===== config.mk =====
export PLATFORM = sky130hd
export DESIGN_NAME = ac_e_unit
export DESIGN_NICKNAME = d
export VERILOG_FILES = /design/src/rtl/ac_e_unit.sv
export SDC_FILE = /design/constraint.sdc
export NUM_CORES = 1
export LEC_CHECK = 0
export CELL_PAD_IN_SITES_DETAIL_PLACEMENT = 1
export CELL_PAD_IN_SITES_GLOBAL_PLACEMENT = 2
export CORE_MARGIN = 4
export CORE_UTILIZATION = 27
export DETAILED_ROUTE_END_ITERATION = 10
export PLACE_DENSITY_LB_ADDON = 0.1
export SLEW_MARGIN = 5
export SYNTH_ARGS = -nofsm -noshare
export SYNTH_HDL_FRONTEND = slang
export SYNTH_SLANG_ARGS = --single-unit

===== constraint.sdc =====
create_clock -name clk -period 2.8 [get_ports clk]
set_input_delay 0.84 -clock clk [delete_from_list [all_inputs] [get_ports clk]]
set_output_delay 0.84 -clock clk [all_outputs]
set_load 0.01 [all_outputs]

===== src/rtl/ac_e_unit.sv =====
// Accumulator, E flip-flop and status flags behind the ALU.
// Latches ALU results, runs CLA/CLE/CME/INC and skip tests.
module ac_e_unit #(
  parameter int W = 16
) (
  input  logic         clk,
  input  logic         rst,
  input  logic         cmd_en,
  input  logic [3:0]   cmd,
  input  logic [W-1:0] alu_result,
  input  logic         alu_co,
  input  logic         alu_ovf,
  input  logic         alu_n,
  input  logic         alu_z,
  output logic [W-1:0] ac,
  output logic         e,
  output logic         flag_n,
  output logic         flag_z,
  output logic         flag_c,
  output logic         flag_v,
  output logic         skip
);

  localparam logic [3:0] C_NOP = 4'd0;
  localparam logic [3:0] C_LD  = 4'd1;
  localparam logic [3:0] C_ADD = 4'd2;
  localparam logic [3:0] C_CIR = 4'd3;
  localparam logic [3:0] C_CIL = 4'd4;
  localparam logic [3:0] C_CLA = 4'd5;
  localparam logic [3:0] C_CLE = 4'd6;
  localparam logic [3:0] C_CME = 4'd7;
  localparam logic [3:0] C_INC = 4'd8;
  localparam logic [3:0] C_SPA = 4'd9;
  localparam logic [3:0] C_SNA = 4'd10;
  localparam logic [3:0] C_SZA = 4'd11;
  localparam logic [3:0] C_SZE = 4'd12;

  // Incrementer with carry-out; bit W marks the all-ones wrap.
  logic [W:0] inc_sum;
  assign inc_sum = {1'b0, ac} + {{W{1'b0}}, 1'b1};

  // Register update for all commands; skip pulses for one cycle.
  always_ff @(posedge clk or posedge rst) begin
    if (rst) begin
      ac     <= '0;
      e      <= 1'b0;
      flag_n <= 1'b0;
      flag_z <= 1'b0;
      flag_c <= 1'b0;
      flag_v <= 1'b0;
      skip   <= 1'b0;
    end else begin
      skip <= 1'b0;
      if (cmd_en) begin
        case (cmd)
          C_LD: begin
            ac     <= alu_result;
            flag_n <= alu_n;
            flag_z <= alu_z;
          end
          C_ADD: begin
            ac     <= alu_result;
            e      <= alu_co;
            flag_c <= alu_co;
            flag_v <= alu_ovf;
            flag_n <= alu_n;
            flag_z <= alu_z;
          end
          C_CIR: begin
            ac     <= alu_result;
            e      <= ac[0];
            flag_c <= ac[0];
            flag_n <= alu_n;
            flag_z <= alu_z;
          end
          C_CIL: begin
            ac     <= alu_result;
            e      <= ac[W-1];
            flag_c <= ac[W-1];
            flag_n <= alu_n;
            flag_z <= alu_z;
          end
          C_CLA: begin
            ac     <= '0;
            flag_z <= 1'b1;
            flag_n <= 1'b0;
          end
          C_CLE: e <= 1'b0;
          C_CME: e <= ~e;
          C_INC: begin
            ac     <= inc_sum[W-1:0];
            flag_c <= inc_sum[W];
            flag_n <= inc_sum[W-1];
            flag_z <= (inc_sum[W-1:0] == '0);
          end
          C_SPA: skip <= ~ac[W-1];
          C_SNA: skip <= ac[W-1];
          C_SZA: skip <= (ac == '0);
          C_SZE: skip <= ~e;
          C_NOP: ;
          default: ;
        endcase
      end
    end
  end

endmodule


# ---- Word level (Yosys, flattened, before mapping)
# Cells that the tools add are included.
dict set report word_totals {
  word_cells 39
  register_bits 22
  in_bits 27
  out_inout_bits 22
}
dict set report op_classes {
  n_bitwise 2
  addsub 1
  n_eq_ne 12
  n_reduce_logical 10
  mux 7
}
# operator count
set ops {}
lappend ops {{one-hot mux 16 bit (3 select lines)} 1}
lappend ops {{logical NOT 16 bit} 2}
lappend ops {{equality test 4 bit, second input constant} 5}
lappend ops {{adder 16 x 1 -> 17 bit, second input constant} 1}
lappend ops {{equality test 4 x 3 -> 1 bit, second input constant} 4}
lappend ops {{equality test 4 x 2 -> 1 bit, second input constant} 2}
lappend ops {{one-hot mux 1 bit (4 select lines)} 2}
lappend ops {{AND reduction 2 bit} 4}
lappend ops {{one-hot mux 1 bit (3 select lines)} 2}
lappend ops {{one-hot mux 1 bit (5 select lines)} 1}
lappend ops {{nonzero test 5 bit} 1}
lappend ops {{equality test 4 x 1 -> 1 bit, second input constant} 1}
lappend ops {{nonzero test 4 bit} 1}
lappend ops {{OR reduction 4 bit} 1}
lappend ops {{nonzero test 3 bit} 1}
lappend ops {{NOT 1 bit} 2}
lappend ops {{2-to-1 mux 1 bit} 1}

# ---- Logic depth before layout (Yosys ltp)
dict set report logic_depth {
  depth_word 4
  depth_mapped 7
}

# ---- Least setup slack after synthesis
# OpenSTA, ideal clock, no wires.
dict set report synth_path {
  kind {input-to-reg}
  start {input cmd[1]}
  end {register flag_z}
  n_path_buf 1
  stages 6
  required_time_ns 2.705
  path_slack_ns 0.285
  arrival_time_ns 2.420
  cell_sequence {buf_6 > nor4b_4 > nand3_1 > or3_1 > or4_1 > o31ai_1}
}
dict set report synth_via {
  elab_chain_cells 4
  word_cells_on_any_way 10
  classes_between {eq/ne (6); mux (1); reduce/logical (3)}
}
# element line
set synth_rtl {}
lappend synth_rtl {{start: declaration} 9} ;# input logic [3:0] cmd,
lappend synth_rtl {{equality test 4 x 2 -> 1 bit, or another cell as far along} 55} ;# case (cmd)
lappend synth_rtl {{OR reduction 4 bit (no line)} --}
lappend synth_rtl {{nonzero test 3 bit (no line)} --}
lappend synth_rtl {{AND reduction 2 bit (no line)} --}
lappend synth_rtl {{end signal: assignment} 59} ;# flag_z <= alu_z;
lappend synth_rtl {{end signal: assignment} 67} ;# flag_z <= alu_z;
lappend synth_rtl {{end signal: assignment} 74} ;# flag_z <= alu_z;
lappend synth_rtl {{end: declaration} 18} ;# output logic flag_z,
# Several ways; a longest one is shown, not always the timed one.
# A chain may end at the register's enable or synchronous reset.

# ---- Worst setup path after layout
dict set report layout_path {
  start {input cmd[0]}
  end {register flag_z}
}
# The elaborated chain is that of the path after synthesis.

==> run summary <==
### Status
- **outcome** finished, final reports clean

### Placed design
- **Buffers on Ports** 48
- **HPWL after detailed placement** 4840 um
- **Final Wtd Congestion** 0.752
- **placement-stage worst setup slack** -0.175 ns
- **placed instance count** 358

### Drt
- **final routed DRC violation total** 0
- **sum of routed wire length over all layers** 6440 um
- **routed vias/inst** 5.54
- **number of DRC violations after detailed-routing iteration 0** 53
- **Antenna Nets Post-Route** 0
- **detailed-route via count** 2005
- **DR pass1 iterations** 4
- **wire length per cell** 17.8 um

### Clocking
- **Sink Count** 22
- **buffer count from post-CTS setup fixing** 0
- **cell at the root of the clock tree** sky130_fd_sc_hd__clkbuf_8
- **TritonCTS clock tree** done
- **Worst-Skew Late Latency** 0.28 ns
- **CTS clock-pin slew for the worst setup and hold paths** 0.10 ns
- **count of hold buffers inserted by post-cts repair** 0
- **CTS H-tree depth** 1
- **number of buffers created by CTS** 3
- **buffer levels on the longest clock path** 2
- **CTS-repair resized insts** 0

### Pwr
- **Sw Share** 36.0%
- **sequential share of power** 38.7%
- **net switching component of the power** 475 uW
- **internal power of the cells** 846 uW
- **share of power burned in combinational logic** 37.6%
- **clock share of power** 23.7%
- **Leak** 0.00103 uW
- **power density of the placed cells** 523 nW/um^2
- **Max rail drop VDD** 0.230 mV

### Synth
- **primary flip-flop cell chosen by synthesis mapping** sky130_fd_sc_hd__dfrtp_1
- **sequential element share of the synthesized area** 31.0%
- **average cell area after synthesis** 7.90 um^2
- **share of flip-flops with an asynchronous set or reset after synthesis** 100%
- **synthesized cell area** 1780 um^2
- **number of instances in the synthesized netlist** 225
- **number of synthesized register bits** 22
- **EDFF count, synth** 0
- **Warnings, synthesis** 0
- **distinct cell type count after synthesis** 50
- **synthesized netlist net count** 255

### GRT
- **remaining global-route overflow** 0
- **pin count of the biggest net entering global routing** 29
- **antenna violations before repair** 0
- **global-route wire length before repair** 10700 um
- **GRT Util Overall** 17.3%
- **via count of the first global-routing pass** 2105

### Floorplan
- **Vert. Die Dim** 89.1 um
- **area enclosed by the die boundary** 7940 um^2
- **DIE WIDTH** 89.1 um
- **standard cell core area** 6390 um^2
- **boundary pin count** 49
- **number of rows in the core area** 29
- **starting density of the core** 27.8%

### STA
- **final hold violation count** 0
- **RSZ-0062 raised after global routing** no
- **time the worst path needs with I/O delays and setup** 2.70 ns
- **maximum operating frequency** 370 MHz
- **setup clock skew after layout** 0.0136 ns
- **Final Slew Violations** 0
- **final critical-path setup slack** 0.0951 ns
- **Worst Max-Slew Pin Slew** 0.610 ns
- **final sum of negative setup slack** 0 ns
- **worst hold slack** 0.516 ns
- **relative max-transition margin** 59.0%
- **final setup violation count** 0
- **period utilization** 96.6%

### Setup path
- **maximum cell stage delay along the critical path** 0.59 ns
- **Setup crit start kind** input pin
- **cell class contributing the biggest share of worst-path delay** simple AND/OR/NAND/NOR gates
- **WP data required** 2.98 ns
- **maximum fanout along the worst path** 3
- **endpoint kind of the worst setup timing path** register
- **data arrival at the endpoint of the critical path** 2.89 ns
- **CP Cell Sequence** clkdlybuf4s50_1, or4b_1, nand2b_1, o221ai_1, or4_1, o31ai_1
- **slowest stage cell, crit path** sky130_fd_sc_hd__or4b_1
- **buffers plus inverters on the worst setup path** 1
- **Crit Path Category** in2reg

### Finish
- **antenna fix cells** 0
- **Fill cells** 782
- **layout net count** 316
- **combined area of the multi-input logic cells** 1130 um^2
- **Seq. cell area** 551 um^2
- **Area growth syn-to-layout** 42.1%
- **fraction of layout instances using a drive strength above 1** 9.82%
- **filler-free cell count of the finished design** 362

### Run
- **number of maximum-capacitance constraint violations** 0

### Min path
- **type of the most critical hold path** reg2reg

-- through the flow --
stage	utilization [%]	power [uW]	cell area (um^2)
after floorplan	-	732	1780
after global routing	39.5	1420	2520
after global placement	38.4	1020	2450
after detailed placement	38.4	1020	2450
final	39.5	1320	2520
after CTS	39.5	1340	2520
-- synth_stat cells, drive strengths merged (4+ instances only) --
master | n | area [um^2]
a211oi | 4 | 30.0
a21oi | 7 | 35.0
a22oi | 7 | 52.6
a31oi | 5 | 31.3
a32oi | 4 | 35.0
and3 | 6 | 37.5
and4 | 5 | 43.8
buf | 5 | 40.0
clkbuf | 8 | 30.0
dfrtp | 22 | 551
inv | 7 | 26.3
nand2 | 13 | 48.8
nand3 | 9 | 45.0
nor2 | 30 | 113
nor3 | 4 | 20.0
nor4 | 7 | 43.8
o21ai | 31 | 155
-- path summary, 6_finish.rpt --
path | slack [ns] | startpoint | end | depth (start not counted)
max in group asynchronous | 1.64 | rst | ac[10] | 3
setup / recovery | 0.1 | cmd[0] | flag_z | 6
hold reg to reg | 0.52 | flag_v | flag_v | 1
hold / removal | 0.52 | flag_v | flag_v | 1
setup reg to reg | 0.41 | ac[1] | flag_z | 6
min in group asynchronous | 0.90 | rst | flag_v | 3
-- state kept, by name, summed over array words and instances, names as in the netlist --
name    cells
flag_n      1
flag_z      1
skip        1
flag_c      1
flag_v      1
e           1
ac         16
-- worst register-to-register path, cell delays in order, from the launching register on --
cell	delay (ns)
sky130_fd_sc_hd__dfrtp_1	0.48
sky130_fd_sc_hd__ha_1	0.38
sky130_fd_sc_hd__and3_1	0.30
sky130_fd_sc_hd__xor2_1	0.10
sky130_fd_sc_hd__or3_1	0.34
sky130_fd_sc_hd__or4_1	0.50
sky130_fd_sc_hd__o31ai_1	0.19
-- cell usage in the layout, fill, tap and decap left out, types with 2 or more instances in the layout --
cell type,Yosys,layout
sky130_fd_sc_hd__o21ai_0,30,30
sky130_fd_sc_hd__and4_1,5,5
sky130_fd_sc_hd__nand2_1,13,13
sky130_fd_sc_hd__and2_1,3,3
sky130_fd_sc_hd__nor3b_1,3,3
sky130_fd_sc_hd__o31ai_1,3,3
sky130_fd_sc_hd__a22oi_1,7,7
sky130_fd_sc_hd__a32oi_1,4,4
sky130_fd_sc_hd__nor3_1,4,4
sky130_fd_sc_hd__nor2_1,30,30
sky130_fd_sc_hd__a211oi_1,4,4
sky130_fd_sc_hd__ha_1,3,3
sky130_fd_sc_hd__mux2i_1,3,3
sky130_fd_sc_hd__o2bb2ai_1,2,2
sky130_fd_sc_hd__nand2b_1,2,2
sky130_fd_sc_hd__a221oi_1,2,2
sky130_fd_sc_hd__xor2_1,3,3
sky130_fd_sc_hd__clkdlybuf4s50_1,0,48
sky130_fd_sc_hd__nor4bb_1,2,2
sky130_fd_sc_hd__nand4_1,3,3
sky130_fd_sc_hd__dfrtp_1,22,22
sky130_fd_sc_hd__inv_1,7,7
sky130_fd_sc_hd__nand3_1,9,9
sky130_fd_sc_hd__a21oi_1,7,7
sky130_fd_sc_hd__nor4_1,7,7
sky130_fd_sc_hd__a31oi_1,5,5
sky130_fd_sc_hd__clkbuf_8,0,3
sky130_fd_sc_hd__xnor2_1,3,3
sky130_fd_sc_hd__buf_4,1,20
sky130_fd_sc_hd__and3_1,6,6
sky130_fd_sc_hd__o21a_1,2,2
-- power groups by stage --
stage	sequential, uW	clock (uW)	combinational, uW
3_5_place_dp	518	0	502
6_report	511	313	496
4_1_cts	514	322	505
5_1_grt	534	334	551
2_1_floorplan	492	0	240
3_3_place_gp	518	0	498
-- area by class of cell --
cell class	count	area share, %
clock buffers	3	1.64
clock inverters	1	1.19
inverters	7	1.04
multi-input cells	183	44.7
flip-flops and latches	22	21.8
well taps	77	3.82
repair buffers	69	25.8
-- per-layer routing --
layer  wire, um  global-route usage, %  up-vias
li1           -                      -      972
met1       3100                   23.2      984
met2       3000                   28.6       38
met3        205                   2.30       11
met4        132                   5.41        0
met5          0                      0        -
-- cells by family (layout without fill, tap and decap cells) --
group	after synthesis	in the layout	synth area share (%)
AOI/OAI and AO/OA	75	75	26.8
xor gates and xnor gates	6	6	2.96
adders and majority gates	3	3	2.11
buffers and inverters	20	80	5.42
DFF	22	22	31.0
muxes	4	4	2.32
and+or+nand+nor	95	95	29.4
Note: power is estimated with default switching activity, not from simulation.
==> variant: new RTL, config.mk and constraints unchanged <==
Set the parameter `W` to 32 (it was 16).
--- a/src/rtl/ac_e_unit.sv
+++ b/src/rtl/ac_e_unit.sv
@@ -1,7 +1,7 @@
 // Accumulator, E flip-flop and status flags behind the ALU.
 // Latches ALU results, runs CLA/CLE/CME/INC and skip tests.
 module ac_e_unit #(
-  parameter int W = 16
+  parameter int W = 32
 ) (
   input  logic         clk,
   input  logic         rst,
Interface: changed (resized ac and alu_result); port bits go from 49 to 81. The function was not compared with the original's and may differ.
==> variant against the original RTL <==
- cell area increased by 74%
- combinational power increased by 110%
- total power increased by 79%
- wire length increased by 93%
- worst setup slack improved by 0.071 ns
- sequential cell count increased by 16
- synthesized area increased by 70%
- critical path type unchanged
==> variant: results (changes against the original RTL) <==
worst_hold_path:
  min_to: "flag_n$_DFFE_PP0P_"
  holdPathStages: 2  # +1
  hp-start: "flag_n$_DFFE_PP0P_"
logic_synthesis:
  synth_top_cells_by_count: "44 x nor2_1, 38 x dfrtp_1, 38 x o21ai_0"
  synth_fp_nets: 441  # +73%
  synth-xor-area-share: 0.0347  # +0.00513
  yosys-top-cells-area: "dfrtp_1 31%, o21ai_0 6.3%, a21oi_1 6.1%"
  syn_area_per_cell_sq_um: 7.67  # -2.9%
  synthAdderAreaFrac: 0.0124  # -0.00873
  synth_compound_area_frac: 0.274  # +0.00566
placed_design:
  place_inst: 628  # +75%
  preCtsSetupSlack_ns: -0.142  # +0.0338 ns
  portBuffers: 80  # +67%
  detailed_place_hpwl_um: 9360  # +93%
  place_congestion: 0.846  # +13%
critical_path:
  ff2ff_path_depth: 8  # +2
  crit_arrival_ns: 2.85  # -0.04 ns
  cpMaxStageDelayCell: "clkdlybuf4s50_1"
  cp_max_fo: 9  # +6
  critPathTopFamily: "buffers and inverters"
  cpPeakStageDelay_ns: 0.54  # -0.05 ns
run_status:
  status: "completed"
cells_and_area:
  fill_cells: 1299  # +66%
  layout.nets: 541  # +71%
  largest_reg_flops: 32  # +16
  drive_gt1_frac: 0.139  # +0.0409
clock_tree:
  clkTransAtPathRegs_ns: 0.08  # -0.02 ns
  ctsHtreeMaxLevel: 2  # +1
  cts_buffers: 5  # +2
  clkLatencyLatePin_ns: 0.30  # +0.02 ns
detailed_routing:
  drt_iter0_markers: 178  # +240%
  viasPerCell: 5.53  # -0.19%
  wire_per_inst_um: 19.6  # +10%
sta:
  worst_pin_slew_ns: 0.606  # -0.00354 ns
  skew_ns: 0.0117  # -0.00189 ns
grt:
  grt_pass1_wl_um: 20700  # +93%
  grt_max_degree: 41  # +41%
pwr:
  power.leakage_nw: 1.70  # +65%
==> variant: cell types whose count changed after synthesis, moves of 6 or more <==
cell      delta
a21oi_1     +30
buf_2        +6
clkbuf_1    +17
dfrtp_1     +16
nand2_1     +14
nand4_1     +11
nor2_1      +14
nor3_1       +6
o21ai_0      +8
==> variant: per-layer routing <==
metal / up-vias / share of wire / wire length [um] / GRT usage
li1: 1685 / - / - / -
met1: 1745 / 0.48 / 5940 / 0.278
met2: 74 / 0.48 / 5920 / 0.328
met3: 12 / 0.034 / 421 / 0.0260
met4: 0 / 0.013 / 163 / 0.0428
met5: - / 0 / 0 / 0
==> variant: power by group through the flow <==
stage | combinational (mW) | clock (mW) | sequential [mW]
floorplan | 0.465 | 0 | 0.837
global placement | 1.05 | 0 | 0.829
detailed placement | 1.06 | 0 | 0.833
CTS | 1.06 | 0.509 | 0.821
global route | 1.16 | 0.536 | 0.846
finish | 1.05 | 0.493 | 0.819
==> variant: worst max-delay path by stage <==
stage                      startpoint                 end  slack, ns  cells past startpoint
finish                         cmd[0]  flag_z$_DFFE_PP0P_       0.17                      8
global route                   cmd[0]  flag_z$_DFFE_PP0P_       0.01                      8
CTS                 ac[0]$_DFFE_PP0P_  flag_z$_DFFE_PP0P_       0.08                      8
detailed placement             cmd[0]  flag_z$_DFFE_PP0P_      -0.14                      8
global placement               cmd[2]  flag_z$_DFFE_PP0P_      -0.07                      9
floorplan                      cmd[1]  flag_z$_DFFE_PP0P_       0.14                      8
==> variant: final cells by class <==
cell class	instances	area (sq um)	share of cell area
clock buffers	7	76.3	0.0174
clock inverters	1	30.0	0.00684
inverters	9	33.8	0.00769
multi-input cells	312	1920	0.437
flip-flops and latches	38	951	0.216
well taps	140	175	0.0399
repair buffers	129	1210	0.275
